**src/rtl/mem_arb_pkg.sv**
```systemverilog
// Shared types and constants for the two-port memory arbiter.
// The state enum is public so the debug state output can be decoded.
package mem_arb_pkg;

  typedef enum logic [1:0] {
    IDLE   = 2'd0,
    ACCESS = 2'd1,
    DONE   = 2'd2
  } state_t;

  localparam int PORT_CPU = 0;
  localparam int PORT_DMA = 1;

  localparam int DEF_ADDR_W      = 13;
  localparam int DEF_DATA_W      = 8;
  localparam int DEF_WAIT_CYCLES = 2;

endpackage

```
**src/rtl/mem_port_arbiter_if.sv**
```systemverilog
// Requester-side and memory-side signals of the two-port memory arbiter.
// Handshake: a port holds req (with we/addr/wdata) until it sees gnt; the arbiter
// answers each accepted request with exactly one done pulse, then req is sampled afresh.
interface mem_port_arbiter_if #(
  parameter int ADDR_W = 13,
  parameter int DATA_W = 8
);
  logic [1:0]             req;
  logic [1:0]             we;
  logic [1:0][ADDR_W-1:0] addr;
  logic [1:0][DATA_W-1:0] wdata;
  logic [1:0]             gnt;
  logic [1:0]             done;
  logic [DATA_W-1:0]      rdata;
  logic [ADDR_W-1:0]      mem_addr;
  logic [DATA_W-1:0]      mem_wdata;
  logic                   mem_read;
  logic                   mem_write;
  logic [DATA_W-1:0]      mem_rdata;

  modport slave (
    input  req, we, addr, wdata, mem_rdata,
    output gnt, done, rdata, mem_addr, mem_wdata, mem_read, mem_write
  );

  modport master (
    output req, we, addr, wdata, mem_rdata,
    input  gnt, done, rdata, mem_addr, mem_wdata, mem_read, mem_write
  );
endinterface

```
**src/rtl/mem_port_arbiter.sv**
```systemverilog
// Round-robin arbiter giving a CPU port and a DMA port turns on one single-port memory.
// One access in flight: IDLE -> ACCESS (WAIT_CYCLES+1 cycles) -> DONE -> IDLE.
module mem_port_arbiter
  import mem_arb_pkg::*;
#(
  parameter int ADDR_W      = DEF_ADDR_W,
  parameter int DATA_W      = DEF_DATA_W,
  parameter int WAIT_CYCLES = DEF_WAIT_CYCLES
) (
  input  logic                clk,
  input  logic                rst,
  mem_port_arbiter_if.slave   bus,
  output state_t              state_dbg
);

  state_t            state, state_nxt;
  logic              owner;
  logic              last_owner;
  logic              sel;
  logic [3:0]        cnt;
  logic              we_q;
  logic [ADDR_W-1:0] mem_addr_q;
  logic [DATA_W-1:0] mem_wdata_q;
  logic [DATA_W-1:0] rdata_q;

  // A lone requester wins; on a tie the port that did not go last wins.
  assign sel = bus.req[PORT_DMA] & (~bus.req[PORT_CPU] | ~last_owner);

  always_ff @(posedge clk or posedge rst) begin
    if (rst) state <= IDLE;
    else     state <= state_nxt;
  end

  always_comb begin
    state_nxt = state;
    case (state)
      IDLE:    if (|bus.req) state_nxt = ACCESS;
      ACCESS:  if (cnt == 4'd0) state_nxt = DONE;
      DONE:    state_nxt = IDLE;
      default: state_nxt = IDLE;
    endcase
  end

  always_ff @(posedge clk or posedge rst) begin
    if (rst) begin
      owner       <= 1'b0;
      last_owner  <= 1'b1;
      cnt         <= 4'd0;
      we_q        <= 1'b0;
      mem_addr_q  <= '0;
      mem_wdata_q <= '0;
      rdata_q     <= '0;
    end else begin
      case (state)
        IDLE: begin
          if (|bus.req) begin
            owner       <= sel;
            we_q        <= bus.we[sel];
            mem_addr_q  <= bus.addr[sel];
            mem_wdata_q <= bus.wdata[sel];
            cnt         <= 4'(WAIT_CYCLES);
          end
        end
        ACCESS: begin
          if (cnt != 4'd0)  cnt     <= cnt - 4'd1;
          else if (!we_q)   rdata_q <= bus.mem_rdata;
        end
        DONE:    last_owner <= owner;
        default: ;
      endcase
    end
  end

  // Strobes decode from registered state so reset drops them at once.
  assign bus.gnt       = (state == ACCESS) ? {owner, ~owner} : 2'b00;
  assign bus.done      = (state == DONE)   ? {owner, ~owner} : 2'b00;
  assign bus.mem_read  = (state == ACCESS) & ~we_q;
  assign bus.mem_write = (state == ACCESS) & we_q & (cnt == 4'd0);
  assign bus.mem_addr  = mem_addr_q;
  assign bus.mem_wdata = mem_wdata_q;
  assign bus.rdata     = rdata_q;
  assign state_dbg     = state;

endmodule

```
**src/flat_wrapper.sv**
```systemverilog
// flat-port wrapper written by rule: the top's interface ports become plain ports
module mem_port_arbiter_flat import mem_arb_pkg::*;
#(
  parameter int ADDR_W      = DEF_ADDR_W,
  parameter int DATA_W      = DEF_DATA_W,
  parameter int WAIT_CYCLES = DEF_WAIT_CYCLES
)
  (clk, rst, state_dbg, bus_req, bus_we, bus_addr, bus_wdata, bus_mem_rdata, bus_gnt, bus_done, bus_rdata, bus_mem_addr, bus_mem_wdata, bus_mem_read, bus_mem_write);
  mem_port_arbiter_if #(.ADDR_W(ADDR_W), .DATA_W(DATA_W)) bus_i ();
  input  logic clk;
  input  logic rst;
  output state_t state_dbg;
  input wire logic [$bits(bus_i.req)-1:0] bus_req;
  input wire logic [$bits(bus_i.we)-1:0] bus_we;
  input wire logic [$bits(bus_i.addr)-1:0] bus_addr;
  input wire logic [$bits(bus_i.wdata)-1:0] bus_wdata;
  input wire logic [$bits(bus_i.mem_rdata)-1:0] bus_mem_rdata;
  output wire logic [$bits(bus_i.gnt)-1:0] bus_gnt;
  output wire logic [$bits(bus_i.done)-1:0] bus_done;
  output wire logic [$bits(bus_i.rdata)-1:0] bus_rdata;
  output wire logic [$bits(bus_i.mem_addr)-1:0] bus_mem_addr;
  output wire logic [$bits(bus_i.mem_wdata)-1:0] bus_mem_wdata;
  output wire logic [$bits(bus_i.mem_read)-1:0] bus_mem_read;
  output wire logic [$bits(bus_i.mem_write)-1:0] bus_mem_write;
  assign bus_i.req = bus_req;
  assign bus_i.we = bus_we;
  assign bus_i.addr = bus_addr;
  assign bus_i.wdata = bus_wdata;
  assign bus_i.mem_rdata = bus_mem_rdata;
  assign bus_gnt = bus_i.gnt;
  assign bus_done = bus_i.done;
  assign bus_rdata = bus_i.rdata;
  assign bus_mem_addr = bus_i.mem_addr;
  assign bus_mem_wdata = bus_i.mem_wdata;
  assign bus_mem_read = bus_i.mem_read;
  assign bus_mem_write = bus_i.mem_write;
  mem_port_arbiter #(.ADDR_W(ADDR_W), .DATA_W(DATA_W), .WAIT_CYCLES(WAIT_CYCLES)) u_core (.clk(clk), .rst(rst), .bus(bus_i), .state_dbg(state_dbg));
endmodule
```
**config.mk**
```make
export PLATFORM = sky130hd
export DESIGN_NAME = mem_port_arbiter_flat
export DESIGN_NICKNAME = d
export VERILOG_FILES = /design/src/rtl/mem_arb_pkg.sv /design/src/rtl/mem_port_arbiter_if.sv /design/src/rtl/mem_port_arbiter.sv /design/src/flat_wrapper.sv
export SDC_FILE = /design/constraint.sdc
export NUM_CORES = 1
export LEC_CHECK = 0
export CAP_MARGIN = 20
export CORE_ASPECT_RATIO = 1.75
export CORE_UTILIZATION = 39
export DETAILED_ROUTE_END_ITERATION = 7
export PLACE_DENSITY_LB_ADDON = 0.15
export REMOVE_ABC_BUFFERS = 1
export SYNTH_ARGS = -nofsm -noshare
export SYNTH_HDL_FRONTEND = slang
export SYNTH_SLANG_ARGS = --single-unit
```
**constraint.sdc**
```tcl
create_clock -name clk -period 2.7 [get_ports clk]
set_input_delay 0.27 -clock clk [delete_from_list [all_inputs] [get_ports clk]]
set_output_delay 0.27 -clock clk [all_outputs]
set_load 0.005 [all_outputs]
```
==> results.txt <==
----------------------------------------------------
[Clocking]
  Clock latency on the worst-skew pair ... 0.29 ns
  Number of sinks on the clock net ... 38
  CTS Hold Bufs ... 0
  Resized Gates After CTS ... 0
  Master cell of the clock root buffer ... sky130_fd_sc_hd__clkbuf_8
  Setup bufs post-CTS ... 0
  Number of buffers created by CTS ... 5
  Number of H-tree levels ... 2
  Post-CTS clock slew at the launch and capture registers of the worst setup and hold paths ... 0.08 ns
  Clock Path Buffers ... 2
  TritonCTS clock tree ... built

[Routing]
  Average detailed-routed wire length per instance ... 14.79 um
  Amount of wire on met2 after detailed routing ... 2675 um
  Routed wl met3 ... 245 um
  Max layer used ... met4
  Count of TritonRoute iterations in the first routing pass ... 4
  Drt first-iter violations ... 36
  Met1 layer wirelength in the final routing ... 1898 um
  Vias per inst ... 5.225
  Vias after detailed routing ... 1,745
  DRC violations left ... 0
  DRT Wirelength ... 4940 um
  DRT antenna net count ... 0

[Critical path]
  Start of the worst register-to-register path ... u_core.cnt[0]
  Cell family with the largest share of critical-path delay ... buffers and inverters
  Max Fanout on Critical Path ... 4
  CP Data Arrival Time ... 2.02 ns
  Highest-delay cell along the critical path ... sky130_fd_sc_hd__clkdlybuf4s50_1
  Slack of the worst reg-to-reg path ... 0.54 ns
  Cell depth of the worst flop-to-flop path ... 5
  Startpoint types ... flip-flop
  Worst path buffer plus inverter count ... 2
  Nature of the critical path endpoint ... output pin
  Ordered cell list for the critical path ... inv_1 > ha_1 > nor3b_1 > and3_1 > clkdlybuf4s50_1
  Critical setup path kind ... reg2out
  Critical Path RT ... 2.43 ns
  Delay of the slowest cell on the worst path ... 0.49 ns
  Critical register-to-register path endpoint ... u_core.bus.rdata[7]

[Synth]
  Yosys synthesis warning count ... 0
  Cell variety after synth ... 30
  Register area share after synthesis ... 0.5296
  Number of flops mapped to enable cells by yosys ... 0
  Primary flip-flop cell chosen by synthesis mapping ... sky130_fd_sc_hd__dfrtp_1
  Synthesized flop and latch total ... 38
  Average instance area after synthesis ... 9.413 um2
  Instance count of the mapped netlist ... 191
  Netlist area before placement ... 0.001798 mm2
  Fraction of synthesis flops using an asynchronous set or reset pin ... 1.000

[Cells and area]
  Area taken by multi-input logic gates ... 780.7 um2
  Share of post-route cells with drive strength above 1 ... 0.09187
  Fill count ... 389
  Antenna diodes ... 0
  Area grow syn2layout ... 60.13%
  Final cell area excluding filler cells ... 0.002879 mm2
  Footprint of the flip-flops and latches ... 952.2 um2
  Net count, final ... 340

[Die]
  Core Region ... 0.004404 mm2
  Vertical die dimension ... 91.82 um
  Site Rows ... 32
  Starting Density ... 0.4082
  Die area ... 0.004896 mm2
  Top-level I/O count ... 93
  Die W ... 53.33 um

[STA]
  Number of hold-slack violations in the final timing report ... 0
  Pins Over Slew Limit ... 0
  Endpoints failing setup ... 0
  Highest clock rate ... 436.6 MHz
  Min Clock Period, post-route ... 2.290 ns
  Fin Setup TNS ... 0 ns
  Transition time at the pin with the least slew margin ... 0.5135 ns
  Setup repair after global routing missed its margin ... no
  Post-route clock period utilization ... 0.8483
  Max_slew headroom ... 0.6556
  Fin Clk Skew ... 0.006195 ns

[Power and ir drop]
  Cell area power density ... 990.1 mW/mm2
  Static leakage ... 1.239 nW
  Maximum vdd drop ... 0.6507 mV

[Global route]
  Initial antenna violation count ... 0
  Largest net degree at the start of global routing ... 39
  Aggregate global routing overflow ... 0
  Via count of the first global-routing pass ... 1,768
  First-pass GRT wire length ... 7845 um
  GRT Resource Usage Total ... 0.2202

[Placement]
  Placer Congestion ... 0.7552
  Port buffer count ... 92
  Instance area after placement ... 0.002770 mm2
  HPWL after detailed placement ... 3448 um

[Min path]
  Kind of path behind the tightest hold check ... in2async

[Job]
  Max-capacitance violation count ... 0

[Status]
  Result of the run ... finished, final reports clean

----------------------------------------------------
cell usage in the layout, fill, tap and decap left out, types with 4 or more instances in the layout:
cell type                         count
sky130_fd_sc_hd__a21oi_1             22
sky130_fd_sc_hd__a31oi_1             24
sky130_fd_sc_hd__buf_4                5
sky130_fd_sc_hd__clkbuf_8             5
sky130_fd_sc_hd__clkdlybuf4s50_1     92
sky130_fd_sc_hd__dfrtp_1             37
sky130_fd_sc_hd__inv_1                4
sky130_fd_sc_hd__mux2_4               8
sky130_fd_sc_hd__nand2_1             47
sky130_fd_sc_hd__nand2b_1             4
sky130_fd_sc_hd__nor2_1               8
through the flow:
stage	power (mW)	cells	utilization	worst slack (ns)	hold slack (ns)
after CTS	2.883	334	0.6537	0.4091	0.4189
after global routing	3.054	334	0.6537	0.3102	0.4668
after detailed placement	2.396	326	0.6290	0.5465	0.4981
after global placement	2.361	326	0.6290	0.6400	0.4963
after floorplan	1.614	178	-	0.4545	0.4109
final	2.851	334	0.6537	0.4096	0.3846
power by group:
part	leakage [nW]	switching, mW	total, mW	internal (mW)
clock	0.0579	0.202	0.474	0.272
combinational	0.748	0.513	1.34	0.828
sequential	0.432	0.181	1.04	0.855
layout make-up:
type,count,share of cell area
Clock buffer,5,0.02390
Clock inverter,3,0.01391
Inverter,4,0.005215
Multi-Input combinational cell,136,0.2712
Sequential cell,38,0.3307
Tap cell,51,0.02216
Timing Repair Buffer,97,0.3329
how the worst max path moves through the flow:
| stage | start | to | slack (ns) | cells after the start |
|---|---|---|---|---|
| after floorplan | u_core.state_dbg[0] | u_core.bus.mem_addr[4] | 0.45 | 3 |
| after global placement | u_core.cnt[0] | u_core.bus.rdata[3] | 0.64 | 5 |
| after detailed placement | u_core.cnt[0] | u_core.bus.rdata[3] | 0.55 | 5 |
| after CTS | u_core.cnt[0] | bus_mem_write | 0.41 | 5 |
| after global routing | u_core.cnt[0] | bus_mem_write | 0.31 | 5 |
| final | u_core.cnt[0] | bus_mem_write | 0.41 | 5 |
cells in the mapped netlist (2+ instances only):
master,n,share of area
sky130_fd_sc_hd__nand2_1,47,0.098
sky130_fd_sc_hd__mux2_4,8,0.067
sky130_fd_sc_hd__inv_1,4,0.0083
sky130_fd_sc_hd__nand2b_1,4,0.014
sky130_fd_sc_hd__dfrtp_1,37,0.51
sky130_fd_sc_hd__a31oi_1,24,0.084
sky130_fd_sc_hd__nor2_1,9,0.019
sky130_fd_sc_hd__a21oi_1,22,0.061
sky130_fd_sc_hd__nand3_1,2,0.0056
sky130_fd_sc_hd__clkbuf_1,12,0.025
sky130_fd_sc_hd__ha_1,2,0.014
sky130_fd_sc_hd__nor3_1,2,0.0056
registers in the layout, summed over array words and instances (netlist names):
name                  cells
u_core.bus.mem_addr      13
u_core.bus.mem_wdata      8
u_core.bus.rdata          8
u_core.cnt                4
u_core.state_dbg          2
u_core.last_owner         1
u_core.owner              1
u_core.we_q               1
tightest hold or removal path, stage by stage:
cell and delay (ns):
sky130_fd_sc_hd__clkdlybuf4s50_1 0.40, sky130_fd_sc_hd__inv_1 0.05, sky130_fd_sc_hd__buf_4 0.40
kinds of logic (layout without fill, tap and decap cells):
group,Yosys count,count (layout),share of synthesized area
multiplexers,8,8,0.06681
buffers and inverters,17,109,0.03966
AO/OA/AOI/OAI,55,55,0.1802
adder cells (fa/ha/maj),2,2,0.01392
AND/OR/NAND/NOR,71,71,0.1698
flip-flops,38,38,0.5296
routing by layer:
metal,track usage,up-vias
met1,0.2209,829
met5,0,-
met2,0.4052,63
met3,0.05473,11
met4,0.08553,0
li1,-,842
Power figures use the tool's default switching activity.
